`src/rtl/mips_control_unit.sv`:
```
// Multicycle Moore control unit for the 16-bit MIPS-style core (4-bit opcode, 3-bit funk).
// Latency: outputs decode from the registered state; each instruction takes 3-5 cycles from FETCH.
// Backpressure: none; the FSM advances on every rising CLK edge while Reset is high.
//
// Ports:
//   CLK, Reset          clock (rising edge) and asynchronous active-low reset
//   Opcode, funk        IR fields; sampled only in DECODE and MEM_ADDR
//   ALUOp .. BranchCond datapath mux selects, write enables and ALU op code
//   current_state       registered state (debug)
//   next_state          combinational next state (debug)
module mips_control_unit (
  input  logic       CLK,
  input  logic       Reset,
  input  logic [3:0] Opcode,
  input  logic [2:0] funk,
  output logic [1:0] ALUOp,
  output logic       SrcA,
  output logic [1:0] SrcB,
  output logic [1:0] MemtoReg,
  output logic       RegDest,
  output logic       RegWrite,
  output logic       MemRead,
  output logic       MemWrite,
  output logic       IRWrite,
  output logic       PCWrite,
  output logic [1:0] PCSrc,
  output logic       MemSrc,
  output logic       OutputWrite,
  output logic       BranchCond,
  output logic [4:0] current_state,
  output logic [4:0] next_state
);

  typedef enum logic [4:0] {
    S_FETCH    = 5'd0,
    S_DECODE   = 5'd1,
    S_RTYPE_EX = 5'd2,
    S_RTYPE_WB = 5'd3,
    S_IMM_EX   = 5'd4,
    S_IMM_WB   = 5'd5,
    S_MEM_ADDR = 5'd6,
    S_LW_READ  = 5'd7,
    S_LW_WB    = 5'd8,
    S_SW_WRITE = 5'd9,
    S_BRANCH   = 5'd10,
    S_JUMP     = 5'd11,
    S_JAL      = 5'd12,
    S_JR       = 5'd13,
    S_IN       = 5'd14,
    S_OUT      = 5'd15
  } state_t;

  state_t state_q;
  state_t state_d;

  assign current_state = state_q;
  assign next_state    = state_d;

  always_ff @(posedge CLK or negedge Reset) begin
    if (!Reset) begin
      state_q <= S_FETCH;
    end else begin
      state_q <= state_d;
    end
  end

  // Next-state logic. Gated by Reset so next_state also reads 0 while reset
  // is held, not just the registered state.
  always_comb begin
    state_d = S_FETCH;
    if (Reset) begin
      case (state_q)
        S_FETCH:    state_d = S_DECODE;
        S_DECODE: begin
          case (Opcode)
            4'b0000:          state_d = S_RTYPE_EX;
            4'b0001:          state_d = S_IMM_EX;
            4'b0010, 4'b0011: state_d = S_MEM_ADDR;
            4'b0111, 4'b1000: state_d = S_BRANCH;
            4'b1001:          state_d = S_JUMP;
            4'b1010:          state_d = S_JAL;
            4'b1011:          state_d = S_JR;
            4'b1100: begin
              if (funk == 3'b000)      state_d = S_IN;
              else if (funk == 3'b001) state_d = S_OUT;
              else                     state_d = S_FETCH;
            end
            default:          state_d = S_FETCH; // unused opcode executes as NOP
          endcase
        end
        S_RTYPE_EX: state_d = S_RTYPE_WB;
        S_IMM_EX:   state_d = S_IMM_WB;
        S_MEM_ADDR: begin
          if (Opcode == 4'b0010)      state_d = S_LW_READ;
          else if (Opcode == 4'b0011) state_d = S_SW_WRITE;
          else                        state_d = S_FETCH;
        end
        S_LW_READ:  state_d = S_LW_WB;
        default:    state_d = S_FETCH; // write-back/terminal states and illegal 16-31
      endcase
    end
  end

  // Moore output decode; everything defaults to 0 and reset forces all-zero
  // even though the registered state reads FETCH during reset.
  always_comb begin
    ALUOp       = 2'b00;
    SrcA        = 1'b0;
    SrcB        = 2'b00;
    MemtoReg    = 2'b00;
    RegDest     = 1'b0;
    RegWrite    = 1'b0;
    MemRead     = 1'b0;
    MemWrite    = 1'b0;
    IRWrite     = 1'b0;
    PCWrite     = 1'b0;
    PCSrc       = 2'b00;
    MemSrc      = 1'b0;
    OutputWrite = 1'b0;
    BranchCond  = 1'b0;
    if (Reset) begin
      case (state_q)
        S_FETCH: begin
          MemRead = 1'b1;
          IRWrite = 1'b1;
          PCWrite = 1'b1;
          SrcB    = 2'b01;
        end
        S_DECODE: begin
          SrcB = 2'b11; // branch target precomputed into ALUOut
        end
        S_RTYPE_EX: begin
          SrcA  = 1'b1;
          ALUOp = 2'b10;
        end
        S_RTYPE_WB: begin
          RegWrite = 1'b1;
          RegDest  = 1'b1;
        end
        S_IMM_EX: begin
          SrcA  = 1'b1;
          SrcB  = 2'b10;
          ALUOp = 2'b11;
        end
        S_IMM_WB: begin
          RegWrite = 1'b1;
        end
        S_MEM_ADDR: begin
          SrcA = 1'b1;
          SrcB = 2'b10;
        end
        S_LW_READ: begin
          MemRead = 1'b1;
          MemSrc  = 1'b1;
        end
        S_LW_WB: begin
          RegWrite = 1'b1;
          MemtoReg = 2'b01;
        end
        S_SW_WRITE: begin
          MemWrite = 1'b1;
          MemSrc   = 1'b1;
        end
        S_BRANCH: begin
          SrcA       = 1'b1;
          ALUOp      = 2'b01;
          PCSrc      = 2'b01;
          BranchCond = 1'b1;
        end
        S_JUMP: begin
          PCWrite = 1'b1;
          PCSrc   = 2'b10;
        end
        S_JAL: begin
          PCWrite  = 1'b1;
          PCSrc    = 2'b10;
          RegWrite = 1'b1;
          MemtoReg = 2'b10; // datapath selects the link register for this case
        end
        S_JR: begin
          PCWrite = 1'b1;
          PCSrc   = 2'b11;
          SrcA    = 1'b1;
        end
        S_IN: begin
          RegWrite = 1'b1;
          MemtoReg = 2'b11;
        end
        S_OUT: begin
          OutputWrite = 1'b1;
        end
        default: begin
        end
      endcase
    end
  end

endmodule

```
`config.mk`:
```
export PLATFORM = sky130hd
export DESIGN_NAME = mips_control_unit
export DESIGN_NICKNAME = d
export VERILOG_FILES = /design/src/rtl/mips_control_unit.sv
export SDC_FILE = /design/constraint.sdc
export NUM_CORES = 1
export LEC_CHECK = 0
export BUFFER_PORTS_ARGS = -buffer_cell sky130_fd_sc_hd__buf_2
export CORE_UTILIZATION = 47
export CTS_BUF_LIST = sky130_fd_sc_hd__clkbuf_16
export DETAILED_ROUTE_END_ITERATION = 6
export GPL_TIMING_DRIVEN = 0
export PLACE_DENSITY = 0.92
export SYNTH_ARGS = -nofsm -noshare
export SYNTH_HDL_FRONTEND = slang
export SYNTH_SLANG_ARGS = --single-unit
```
`constraint.sdc`:
```
create_clock -name CLK -period 5.38 [get_ports CLK]
set_input_delay 1.076 -clock CLK [delete_from_list [all_inputs] [get_ports CLK]]
set_output_delay 1.076 -clock CLK [all_outputs]
set_load 0.005 [all_outputs]
```
Word-level counts from Yosys, hierarchy flattened. Cells that the tools add are included.

$add $sub $neg: 0. Multipliers: 0. Div/mod/pow operators: 0. Order comparisons: 0. Eq/ne operators: 25. Shifts and indexed selects: 0. Multiplexer cells: 35. Bitwise operators: 0. Reduce and logical (&&, ||, !) cells: 12.

Operator list (count): == test 5 x 4 -> 1 bit (second input constant) (8); one-hot mux 4 bit (8 select lines) (1); one-hot mux 2 bit (3 select lines) (4); one-hot mux 4 bit (6 select lines) (1); == test 4 bit (second input constant) (5); == test 5 x 3 -> 1 bit (second input constant) (4); two-way mux 1 bit (20); two-way mux 4 bit (5); OR reduction 2 bit (6); == test 5 x 2 -> 1 bit (second input constant) (2); OR reduction 5 bit (2); == test 4 x 2 -> 1 bit (second input constant) (2); two-way mux 2 bit (4); == test 5 x 1 -> 1 bit (second input constant) (1); logical NOT 5 bit (1); == test 4 x 1 -> 1 bit (second input constant) (1); == test 4 x 3 -> 1 bit (second input constant) (1); logical NOT 4 bit (1); OR reduction 4 bit (1); == test 3 x 1 -> 1 bit (second input constant) (1); logical NOT 3 bit (1).

Register bits: 5. Bits in latches: 0. RAM bits: 0. ROM bits: 0. Input bits: 9. Output and inout port bits: 28. Word-level logic and storage cells: 73. Memories: 0.

Logic depth before layout (Yosys ltp).
Depth after elaboration: 6. Gate-level depth with buffers: 5. Depth with buffers taken out: 4.

Worst setup path after synthesis. OpenSTA, ideal clock, no wires.

Kind: input to output. Start point: in Opcode[3]. End point: out next_state[3]. Arrival time: 2.214 ns. Data required time: 4.304 ns. Slack: 2.090 ns. Stages: 5. Path buffers: 1. Path through: buf_4 or3b_1 a311oi_2 a21boi_1 o21a_1.

Word-level cells in the longest chain between the ends: 5. Elaborated cells between the ends (all ways): 17. Classes of those cells: eq/ne (9); mux (5); reduce/logical (3).

RTL lines: from (decl) (RTL line 14) `input logic [3:0] Opcode,`; == test 4 x 3 -> 1 bit (tied with other cells) (RTL line 75) `case (Opcode)`; OR reduction 2 bit or two-way mux 4 bit (tied branches) (RTL line 75, 95); one-hot mux 4 bit (8 select lines) or two-way mux 4 bit (tied branches) (RTL line 75, 94); one-hot mux 4 bit (6 select lines) (*) (RTL line 72) `case (state_q)`; two-way mux 4 bit (*) (RTL line 71) `if (Reset) begin`; to (decl) (RTL line 31) `output logic [4:0] next_state`.

Mark *: on every way between the ends. The rest lies on a longest branch, timed or not.

Final worst setup path.
Start point: in Opcode[3]. End point: out next_state[2].

Word-level cells in the longest chain between the ends: 5. Elaborated cells between the ends (all ways): 16. Classes of those cells: eq/ne (9); mux (4); reduce/logical (3).

RTL lines (RTL line): == test 4 x 3 -> 1 bit (tied with other cells) (75); OR reduction 2 bit (75); one-hot mux 4 bit (8 select lines) (75); one-hot mux 4 bit (6 select lines) (*) (72); two-way mux 4 bit (*) (71).

Marks and branches as above.

==> impl_metrics.tcl <==
set metrics [dict create \
    start_util 0.5119 \
    netlist_area_sq_um 674.4 \
    synthTopCellsByArea "dfrtp_1 (15%), a21oi_1 (6.7%), nand2b_1 (5.6%), nand3b_1 (5.6%), o21ai_0 (5.2%)" \
    layout-drive-gt1-share 0.3333 \
    leakage_nw 0.4496 \
    rsz0062_at_grt "false" \
    placed_cells 150 \
    final-setup-viol-count 0 \
    path_max_fanout 10 \
    synth.distinct_cells 38 \
    p_total_uw 210.4 \
    antenna_found_initial 0 \
    cts_root_buf "clkbuf_16" \
    crit_type "input port to output pin" \
    grt_pass1_wl_microns 2663 \
    max_freq_mhz 280.8 \
    via_per_inst 5.699 \
    slew_violations 0 \
    synthCells 102 \
    area_growth_pct 38.22 \
    setup_slack_ns 1.818 \
    cp.arrival_ns 2.49 \
    yosys.area.top_type "dfrtp_1" \
    finClkSkew_ns 0.0004131 \
    period_share 0.6621 \
    drtPass1Iterations 4 \
    hpwl_microns 1301 \
    p_per_area_nw_per_um2 225.7 \
    postCtsResizedCells 0 \
    drt_wl_total_microns 1797 \
    path_clk_slew_ns 0.03 \
    yosysWarnings 0 \
    cts_tree "yes" \
    fp.dieW_microns 39.88 \
    place_ws_ns 1.858 \
    coreArea_sq_um 1318 \
    port_buffers 32 \
    layoutNonFillerInstCount 153 \
    async_flop_share 1.000 \
    ios 37 \
    crit_chain "buf_4 -> or3b_1 -> a311oi_2 -> o21ai_0 -> a21oi_1 -> buf_2" \
    setup_tns_ns 0 \
    cts-htree-levels 1 \
    track_usage 0.2517 \
    max_stage_delay_ns 0.39 \
    routabilityCongestion 0.8808 \
    clkLatencyLatePin_ns 0.22 \
    nets 149 \
    seq_area_frac_synth 0.1484 \
    cts.path.max_buffers 2 \
    synth_edf_count 0 \
    status "finished clean" \
    cp_top_family "compound AO/OA/AOI/OAI gates" \
    std_cell_rows 13 \
    drc 0 \
    synth-seq-cells 4 \
    via_count 872 \
    largest_reg_flops 4 \
    die_h_microns 39.88 \
    crit_buf_inv 2 \
    ctsHoldBuffers 0 \
    grt_overflow 0 \
    cts_sinks 4 \
    cp-start-kind "input port" \
    die-area_sq_um 1590 \
    cts_setup_buffers 0 \
    post_drt_wl_per_cell_microns 11.75 \
    hold_path_class "input port to asynchronous set/reset pin" \
    antenna_cells 0 \
    vdd_ir_drop_max_mv 0.2582 \
    syn_avg_cell_area_sq_um 6.612 \
    antenna_left 0 \
    end_kind "output pin" \
    hold_viol 0 \
    numCtsBuffers 3 \
    drtIter0Drc 32 \
    period_minus_slack_ns 3.562 \
    cp.required_ns 4.30 \
    ys.flop_type "dfrtp_1" \
    slowest_stage "a311oi_2" \
    grt_pass1_vias 632 \
    grt_max_degree 11 \
    maxCapViolCount 0 \
    synth_top_area_frac 0.1484 \
]
-- Yosys cell counts (2+ instances only) --
master	count
a21oi_1	9
buf_1	2
buf_2	2
buf_4	3
clkbuf_1	6
dfrtp_1	4
inv_1	2
nand2_1	9
nand2b_1	6
nand3_1	2
nand3b_1	5
nand4_1	2
nor2_1	9
nor3_1	5
nor3b_1	4
nor4_1	2
o21a_1	2
o21ai_0	7
o41ai_1	2
-- per-layer routing --
metal / GRT usage / share of wire
met5: 0 / 0
met4: 0.08621 / 0.0072
met3: 0.09659 / 0.063
met2: 0.4395 / 0.49
met1: 0.2685 / 0.44
-- metrics by stage --
stage	hold WS (ns)	util	cell area [sq um]
6_report	0.6978	0.7075	932.1
3_3_place_gp	0.8360	0.6505	857.1
5_1_grt	0.6994	0.7075	932.1
3_5_place_dp	0.8472	0.6505	857.1
2_1_floorplan	0.7804	-	678.2
4_1_cts	0.6965	0.7075	932.1
-- final cells by class --
class | instances | area (sq um)
buffer | 14 | 73.82
clock buffer | 3 | 75.07
fill | 112 | 385.4
inverter | 2 | 7.507
multi-input combinational | 83 | 496.7
sequential | 4 | 100.1
tap | 15 | 18.77
timing repair buffer | 32 | 160.2
-- cells in the final DEF (no fill, tap or decap), drive strengths merged, types with 3 or more instances in the layout --
cell type,instances
nand2,9
nand2b,6
nor3,5
nor2,9
o21ai,7
dfrtp,4
nor3b,4
nand3b,5
a21oi,9
clkbuf,9
buf,40
or3b,3
-- cells by family (layout without fill, tap and decap cells) --
logic type | count (synthesis) | after routing | synth area share
simple gates | 53 | 53 | 0.4472
compound gates | 26 | 26 | 0.2486
buf+inv | 16 | 51 | 0.1206
flops | 4 | 4 | 0.1484
other cells | 1 | 2 | 0.005561
xor+xnor | 1 | 1 | 0.01299
mux | 1 | 1 | 0.01670
-- report_power, final --
group,internal [mW],switching [mW],total (mW),leakage (nW)
Combinational,0.0271,0.0353,0.0624,0.359
Clock,0.0948,0.0194,0.114,0.0370
Sequential,0.0323,0.00160,0.0339,0.0540
Total,0.154,0.0562,0.210,0.450
-- final timing paths --
| kind | start | to | slack, ns | cells past startpoint |
|---|---|---|---|---|
| setup / recovery | Opcode[3] | next_state[2] | 1.82 | 6 |
| setup reg to reg | current_state[1] | current_state[2] | 3.61 | 5 |
| hold reg to reg | current_state[2] | current_state[2] | 0.87 | 5 |
| min in group CLK | current_state[2] | current_state[2] | 0.87 | 5 |
| max in group asynchronous | Reset | current_state[1] | 4.51 | 1 |
| hold / removal | Reset | current_state[3] | 0.70 | 1 |
No activity file was read; power rests on OpenSTA's default activity.
